==> src/rtl/ce_timer_arbiter_pkg.sv <==
// rtl/ce_timer_arbiter_pkg.sv - shared types, defaults and helpers for the timer arbiter
package ce_timer_arbiter_pkg;

    localparam int DEF_NUM_REQ   = 4;
    localparam int DEF_LEN_WIDTH = 16;

    typedef enum logic [1:0] {
        ST_IDLE,
        ST_COUNT,
        ST_EXPIRE
    } t_timer_state;

    // Up to eight requesters; callers zero-extend narrower vectors.
    function automatic logic [2:0] onehot_to_index(input logic [7:0] onehot);
        logic [2:0] idx;
        idx = '0;
        for (int i = 0; i < 8; i++) begin
            if (onehot[i]) begin
                idx = 3'(i);
            end
        end
        return idx;
    endfunction

endpackage

==> src/rtl/ce_timer_arbiter_rr.sv <==
// rtl/ce_timer_arbiter_rr.sv - combinational round-robin picker with one-hot result
//
// Ports:
//   i_req   request vector
//   i_last  index of the last owner; the search starts just above it
//   o_grant one-hot winner (zero when no request)
//   o_valid any request present
module rr_arbiter_onehot #(
    parameter int par_num_req = 4
) (
    input  logic [par_num_req-1:0]         i_req,
    input  logic [$clog2(par_num_req)-1:0] i_last,
    output logic [par_num_req-1:0]         o_grant,
    output logic                           o_valid
);

    logic found;

    always_comb begin
        o_grant = '0;
        found   = 1'b0;
        // First pass: indices above the last owner, lowest first.
        for (int i = 0; i < par_num_req; i++) begin
            if (!found && i_req[i] && (i > int'(i_last))) begin
                o_grant[i] = 1'b1;
                found      = 1'b1;
            end
        end
        // Second pass wraps around to index 0.
        for (int i = 0; i < par_num_req; i++) begin
            if (!found && i_req[i]) begin
                o_grant[i] = 1'b1;
                found      = 1'b1;
            end
        end
        o_valid = |i_req;
    end

endmodule

==> src/rtl/ce_timer_arbiter.sv <==
// rtl/ce_timer_arbiter.sv - one tick-paced countdown timer shared round-robin among requesters
//
// Ports:
//   i_clk_mhz  system clock
//   i_rst_mhz  synchronous active-high reset
//   i_ce_tick  one-cycle timebase pulse
//   i_req      per-requester request level
//   i_len      flattened tick counts, requester k at [k*W +: W]
//   i_cancel   per-requester abort, only the owner's bit matters
//   o_grant    one-hot current owner
//   o_done     one-cycle expiry pulse to the owner
//   o_busy     timer not idle
//   o_owner    index of the current or last owner
module ce_timer_arbiter
    import ce_timer_arbiter_pkg::*;
#(
    parameter int par_num_req   = DEF_NUM_REQ,
    parameter int par_len_width = DEF_LEN_WIDTH
) (
    input  logic                                 i_clk_mhz,
    input  logic                                 i_rst_mhz,
    input  logic                                 i_ce_tick,
    input  logic [par_num_req-1:0]               i_req,
    input  logic [par_num_req*par_len_width-1:0] i_len,
    input  logic [par_num_req-1:0]               i_cancel,
    output logic [par_num_req-1:0]               o_grant,
    output logic [par_num_req-1:0]               o_done,
    output logic                                 o_busy,
    output logic [$clog2(par_num_req)-1:0]       o_owner
);

    localparam int IDX_W = $clog2(par_num_req);

    t_timer_state             state_q, state_d;
    logic [par_len_width-1:0] cnt_q, cnt_d;
    logic [par_num_req-1:0]   grant_q, grant_d;
    logic [IDX_W-1:0]         owner_q, owner_d;
    logic [IDX_W-1:0]         last_q, last_d;

    logic [par_num_req-1:0]   arb_grant;
    logic                     arb_valid;
    logic [par_len_width-1:0] sel_len;
    logic                     owner_cancel;

    rr_arbiter_onehot #(
        .par_num_req (par_num_req)
    ) u_rr (
        .i_req   (i_req),
        .i_last  (last_q),
        .o_grant (arb_grant),
        .o_valid (arb_valid)
    );

    always_comb begin
        sel_len = '0;
        for (int k = 0; k < par_num_req; k++) begin
            if (arb_grant[k]) begin
                sel_len = i_len[k*par_len_width +: par_len_width];
            end
        end
    end

    // grant_q is one-hot, so masking avoids indexing by owner.
    assign owner_cancel = |(i_cancel & grant_q);

    always_comb begin
        state_d = state_q;
        cnt_d   = cnt_q;
        grant_d = grant_q;
        owner_d = owner_q;
        last_d  = last_q;
        case (state_q)
            ST_IDLE: begin
                if (arb_valid) begin
                    grant_d = arb_grant;
                    owner_d = IDX_W'(onehot_to_index(8'(arb_grant)));
                    cnt_d   = sel_len;
                    state_d = (sel_len == '0) ? ST_EXPIRE : ST_COUNT;
                end
            end
            ST_COUNT: begin
                // Cancel wins over a terminal tick in the same cycle.
                if (owner_cancel) begin
                    state_d = ST_IDLE;
                    grant_d = '0;
                    last_d  = owner_q;
                end else if (i_ce_tick) begin
                    cnt_d = cnt_q - 1'b1;
                    if (cnt_q == par_len_width'(1)) begin
                        state_d = ST_EXPIRE;
                    end
                end
            end
            ST_EXPIRE: begin
                state_d = ST_IDLE;
                grant_d = '0;
                last_d  = owner_q;
            end
            default: begin
                state_d = ST_IDLE;
                grant_d = '0;
            end
        endcase
    end

    always_ff @(posedge i_clk_mhz) begin
        if (i_rst_mhz) begin
            state_q <= ST_IDLE;
            cnt_q   <= '0;
            grant_q <= '0;
            owner_q <= '0;
            last_q  <= IDX_W'(par_num_req - 1);
        end else begin
            state_q <= state_d;
            cnt_q   <= cnt_d;
            grant_q <= grant_d;
            owner_q <= owner_d;
            last_q  <= last_d;
        end
    end

    assign o_grant = grant_q;
    assign o_done  = (state_q == ST_EXPIRE) ? grant_q : '0;
    assign o_busy  = (state_q != ST_IDLE);
    assign o_owner = owner_q;

endmodule
==> config.mk <==
export PLATFORM = sky130hd
export DESIGN_NAME = ce_timer_arbiter
export DESIGN_NICKNAME = d
export VERILOG_FILES = /design/src/rtl/ce_timer_arbiter_pkg.sv /design/src/rtl/ce_timer_arbiter_rr.sv /design/src/rtl/ce_timer_arbiter.sv
export SDC_FILE = /design/constraint.sdc
export NUM_CORES = 1
export LEC_CHECK = 0
export BUFFER_PORTS_ARGS = -buffer_cell sky130_fd_sc_hd__clkbuf_2
export CAP_MARGIN = 20
export CORE_MARGIN = 2
export CORE_UTILIZATION = 30
export CTS_BUF_LIST = sky130_fd_sc_hd__clkbuf_4 sky130_fd_sc_hd__clkbuf_8
export DETAILED_ROUTE_END_ITERATION = 8
export SLEW_MARGIN = 20
export SYNTH_ARGS = -nofsm -noshare
export SYNTH_HDL_FRONTEND = slang
export SYNTH_SLANG_ARGS = --single-unit
==> constraint.sdc <==
create_clock -name i_clk_mhz -period 3.3 [get_ports i_clk_mhz]
set_input_delay 0.165 -clock i_clk_mhz [delete_from_list [all_inputs] [get_ports i_clk_mhz]]
set_output_delay 0.165 -clock i_clk_mhz [all_outputs]
set_load 0.005 [all_outputs]
## Word-level counts from Yosys, hierarchy flattened

Index checks and enable logic that the tools add are counted.

- Latch bits: 0
- Logic and storage cells: 81
- ROM bits: 0
- Register bits after elaboration: 26
- Output and inout port bits: 11
- Input port bits: 75
- Memories kept: 0
- Bits in writable memories: 0

- Equal/unequal tests: 9
- Bitwise gates (word level): 1
- Multipliers: 0
- Div/mod/pow operators: 0
- Shift operators: 0
- $add $sub $neg: 1
- Mux-type cells: 35
- $lt $le $gt $ge: 3
- Reductions and logical operators: 27

Operator list:

| kind | number |
|---|---|
| 16-bit 2-to-1 mux | 7 |
| 16-bit one-hot mux with 2 select lines | 1 |
| 16-bit by 1-bit equality test with 1-bit output, second input constant | 1 |
| 16-bit zero test | 1 |
| 2-bit 2-to-1 mux | 8 |
| 16-bit by 1-bit subtractor with 16-bit output, second input constant | 1 |
| 1-bit 2-to-1 mux | 13 |
| 4-bit 2-to-1 mux | 3 |
| 1-bit logical AND | 9 |
| 2-bit inequality test, second input constant | 4 |
| 2-bit one-hot mux with 2 select lines | 2 |
| 4-bit one-hot mux with 2 select lines | 1 |
| 4-bit OR reduction | 2 |
| 1-bit zero test | 6 |
| 3-bit inequality test, second input constant | 2 |
| 2-bit AND reduction | 3 |
| 2-bit nonzero test | 3 |
| 4-bit bitwise AND | 1 |
| 2-bit > comparator, first input constant | 2 |
| 4-bit AND reduction | 1 |
| 3-bit AND reduction | 1 |
| 2-bit by 1-bit equality test with 1-bit output, second input constant | 1 |
| 2-bit equality test, second input constant | 1 |
| 1-bit by 2-bit > comparator with 1-bit output, first input constant | 1 |
| 2-bit zero test | 1 |

## Logic depth before layout (Yosys ltp)

- Word-level depth: 28
- Gate-level depth with buffers: 11
- Mapped depth without buffers: 9

## By module

A second synthesis with hierarchy kept.

- Cell total of the unflattened synthesis: 306
- Area total of the unflattened synthesis: 2199.6 um2

Modules (own cells, without submodules):

| module | instances | sequential area each (um2) | area each (um2) | cells each |
|---|---|---|---|---|
| ce_timer_arbiter | 1 | 520.5 | 2080.7 | 288 |
| rr_arbiter_onehot | 1 | 0.0 | 118.9 | 18 |

## Worst setup path after synthesis

Ideal clock, no wire load.

- Path type: register to register
- Start: reg cnt_q[0]
- End: reg cnt_q[15]
- Buffers on the path: 0
- Stages on the path, launching flop included: 9
- Data arrival time: 2.073 ns
- Data required time: 3.167 ns
- Setup time: 0.133 ns
- Path slack: 1.094 ns
- Clock period less this slack: 2.206 ns
- Cell sequence: dfxtp_1 or4_4 or3_4 nand2b_4 or3_4 nor4_1 o21ai_1 nand2_1 a21oi_1

- Word-level cells in the longest chain between the ends: 4

Ends and longest elaborated chain:

| element | line | source |
|---|---|---|
| start, declared | ce_timer_arbiter.sv:35 | `logic [par_len_width-1:0] cnt_q, cnt_d;` |
| start signal, assigned | ce_timer_arbiter.sv:115 | `cnt_q <= cnt_d;` |
| 16-bit by 1-bit subtractor with 16-bit output | ce_timer_arbiter.sv:88 | `cnt_d = cnt_q - 1'b1;` |
| 16-bit 2-to-1 mux | ce_timer_arbiter.sv:87 | `end else if (i_ce_tick) begin` |
| 16-bit 2-to-1 mux | ce_timer_arbiter.sv:83 | `if (owner_cancel) begin` |
| 16-bit one-hot mux with 2 select lines | ce_timer_arbiter.sv:72 | `case (state_q)` |

No other way between the ends. The select of a mux whose other input is x is not followed.
A chain may end at the register's enable or synchronous reset.

## Final worst setup path

- Start: reg last_q[1]
- End: reg state_q[1]

- Word-level cells in the longest chain between the ends: 28
- Elaborated cells on any way between the ends: 38
- Those cells by class: 3 x order compare; 19 x mux; 16 x reduce/logical

Ends and longest elaborated chain:

| element | line | source |
|---|---|---|
| start, declared | ce_timer_arbiter.sv:38 | `logic [IDX_W-1:0] last_q, last_d;` |
| start signal, assigned | ce_timer_arbiter.sv:112 | `last_q <= IDX_W'(par_num_req - 1);` |
| start signal, assigned | ce_timer_arbiter.sv:118 | `last_q <= last_d;` |
| 1-bit by 2-bit > comparator with 1-bit output | ce_timer_arbiter_rr.sv:24 | `if (!found && i_req[i] && (i > int'(i_last))) begin` |
| 1-bit logical AND | ce_timer_arbiter_rr.sv:24 |  |
| 1-bit 2-to-1 mux | ce_timer_arbiter_rr.sv:24 |  |
| 1-bit zero test | ce_timer_arbiter_rr.sv:24 |  |
| 1-bit logical AND (2 in a row) | ce_timer_arbiter_rr.sv:24 |  |
| 1-bit 2-to-1 mux | ce_timer_arbiter_rr.sv:24 |  |
| 1-bit zero test | ce_timer_arbiter_rr.sv:24 |  |
| 1-bit logical AND (2 in a row) | ce_timer_arbiter_rr.sv:24 |  |
| [10 not listed] | n/a |  |
| 1-bit zero test | ce_timer_arbiter_rr.sv:31 | `if (!found && i_req[i]) begin` |
| 1-bit logical AND | ce_timer_arbiter_rr.sv:31 |  |
| 1-bit 2-to-1 mux | ce_timer_arbiter_rr.sv:31 |  |
| 16-bit 2-to-1 mux * | ce_timer_arbiter.sv:57 | `if (arb_grant[k]) begin` |
| 16-bit zero test * | ce_timer_arbiter.sv:78 | `state_d = (sel_len == '0) ? ST_EXPIRE : ST_COUNT;` |
| 2-bit 2-to-1 mux * | ce_timer_arbiter.sv:78 |  |
| 2-bit 2-to-1 mux * | ce_timer_arbiter.sv:74 | `if (arb_valid) begin` |
| 2-bit one-hot mux with 2 select lines * | ce_timer_arbiter.sv:72 |  |
| end signal, assigned | ce_timer_arbiter.sv:114 | `state_q <= state_d;` |
| end, declared | ce_timer_arbiter.sv:34 | `t_timer_state state_q, state_d;` |

Every way passes the cells marked *; elsewhere a longest branch is shown, timed or not. The select of a mux whose other input is x is not followed.

==> run metrics <==
Die Wd=about 86 um; Final Cycle Share=76.19%; post-route setup TNS=0 ns; vias=approximately 2500; count of cell instances traversed by the critical path=8; endpoint required time on the critical path=3.51 ns; Buffers & Inverters on Critical Path=0; area of the mapped netlist=between 2000 and 2500 um2; leakage power of the design=approximately 1.1 nW; fraction of layout cells with a size suffix above 1=between 20% and 30%; count of endpoints failing setup in the final report=0; sort of element at the start of the critical path=register; hold buffers post-CTS=0; Iteration-0 DRC Markers=370; ordered cell list for the critical path=o21ai_1 -> a32o_1 -> a22o_1 -> a211oi_1 -> o22ai_1 -> nor4_1 -> nand4_1 -> a21oi_1; met2 wire len=3184 um; Critical Path Slowest Stage Cell=sky130_fd_sc_hd__a32o_1; wire length of the first global-routing pass=around 11000 um; starting density of the core=a little under a third; most common cell in the synthesized netlist=sky130_fd_sc_hd__nor2_1; Wirelength per Cell=~16 um; via count normalized by instance count=5.778; core area=between 6000 and 7000 um2; hold path depth=5; Tightest Pin Transition=roughly 0.74 ns; MaxCap Viol Count=0; top-area cell type share of the netlist area=about 26%; largest net degree at the start of global routing=28; number of cells upsized or downsized after cts=0; post-placement cell count=around 430; Skew-Pair Late Insertion Delay=between 0.2 and 0.3 ns; drt first pass iters=5; maximum level of the CTS H-tree=1; port bufs=between 80 and 90; final cell count without fillers=approximately 440; post-CTS setup-driven buffer insertion count=0; RSZ-0062 raised after global routing=no; CTS clk-pin slew, worst paths=around 0.090 ns; total routed wirelength=between 6000 and 7000 um; Mapped Avg Cell Area=about 7.1 um2; total global-route track usage=a little under a fifth; vias in the first global route=roughly 2300; number of buffers inserted during clock tree synthesis=3; min-delay worst type=primary input to register; PwrDens=about 570 nW/um2; Synth async-reset ratio=0%; Worst EP arrival=approximately 2.7 ns; Setup CP Type=register to register; number of synthesized flops with an enable pin=0; post-layout min period=between 2 and 3 ns; flops & latches, synth=26; Util after Layout=around two fifths; DRC violation count after routing=0; antenna violations before repair=0; Die Footprint=between 7000 and 8000 um2; final max-slew violation count=0; Final Net Count=around 440; most used flip-flop cell after synthesis=sky130_fd_sc_hd__dfxtp_1; Diodes inserted=0; clock root buffer=sky130_fd_sc_hd__clkbuf_8; result of the run=complete, no violations; origin of the worst setup path=last_q[1]; largest stage delay on the critical path=0.48 ns; Worst R2R Path Depth=8; placer congestion estimate=roughly 0.89; synthesized instance count=approximately 290; proportion of synthesized chip area in sequential cells=between 20% and 30%; CTS tree=yes; worst-path fanout max=18; ranking of synthesized cells by area=sky130_fd_sc_hd__dfxtp_1 26%, sky130_fd_sc_hd__nor2_1 7.4%, sky130_fd_sc_hd__a21oi_1 6.4%; GR Overflow Total=0; ANT nets after route=0; count of cell types in the netlist=48; slew margin rel.=about half; clk_skew=0.01275 ns; count of endpoints failing hold in the final timing report=0; net count after synthesis=roughly 360; origin of the worst min-delay path=i_len[48]; peak ir drop on the vdd network=about 0.21 mV; number of sinks handled by clock tree synthesis=26; top post-synthesis cells by count=40 x sky130_fd_sc_hd__nor2_1, 26 x sky130_fd_sc_hd__a21oi_1, 26 x sky130_fd_sc_hd__dfxtp_1; highest routed layer=met4; cell accounting for the most synthesized area=sky130_fd_sc_hd__dfxtp_1; std cell rows=30; Worst R2R Start=last_q[1]; met1 routed wirelength after detailed routing=slightly above 3000 um; synthesis-to-layout area growth=26.38%; DP HPWL=5263 um; y dimension of the die=about 86 um; CP top delay family=compound AO/OA/AOI/OAI gates; met3 wire length=roughly 500 um; clock buffer depth=2; maximum clock frequency=0.3977 GHz; I/O pins=86; capturing element type of the critical path=register; number of warnings printed during yosys synthesis=0
-- layer usage --
layer  vias to the layer above  GRT usage [%]
li1                       1230              -
met1                      1167          25.48
met2                       120          30.91
met3                         8          3.238
met4                         0          3.693
met5                         -              0
-- where the power goes --
group          switching (mW)  internal (mW)
clock                   0.115          0.163
combinational           0.408          0.307
sequential             0.0849          0.380
total                   0.609          0.849
-- worst min-delay path, delay by kind of cell --
family,cells,cell delay (ns)
AO/OA/AOI/OAI,1,0.06
buffers and inverters,1,0.08
AND/OR/NAND/NOR,3,0.22
-- cell usage in the layout (no fill, tap or decap), drive strengths merged, types with 5 or more instances in the layout --
cell	Yosys	routed
a211oi	10	10
a21oi	26	26
a222oi	7	7
a22o	6	6
a22oi	11	11
and3	5	5
clkbuf	11	88
dfxtp	26	26
nand2	24	24
nand2b	6	6
nor2	40	40
nor2b	6	6
nor3	15	15
nor4	7	7
o21ai	22	22
-- logic make-up after synthesis --
group                    share of synthesized area [%]
AND/OR/NAND/NOR                                  30.32
AO/OA/AOI/OAI                                    37.70
flip-flops                                       25.58
buffers and inverters                            5.166
adder cells (fa/ha/maj)                          1.230
-- final timing paths --
check | to | slack (ns)
min reg2reg | cnt_q[15] | 0.48
min | cnt_q[0] | 0.29
max reg2reg | state_q[1] | 0.79
max | state_q[1] | 0.79
-- through the flow --
stage	area, um2	setup slack [ns]	hold slack, ns	power (mW)
after CTS	2571	0.8312	0.2869	1.454
after floorplan	2034	1.094	0.4228	0.9787
after detailed placement	2500	0.8546	0.4645	1.177
final	2571	0.7856	0.2866	1.458
after global routing	2571	0.6055	0.3326	1.564
after global placement	2500	0.9196	0.4535	1.173
-- cell type report --
class,count,area (um2)
fillers,715,4110
multi-input cells,234,1409
clock buffers,3,41.29
repair buffers,89,455.4
clock inverters,1,30.03
inverters,4,15.01
flip-flops and latches,26,520.5
well taps,80,100.1
-- sequential cells by signal (all words and copies together), names as in the netlist --
name and flops:
cnt_q 16, o_grant 4, last_q 2, o_owner 2, state_q 2
(Power assumes the default switching activity.)
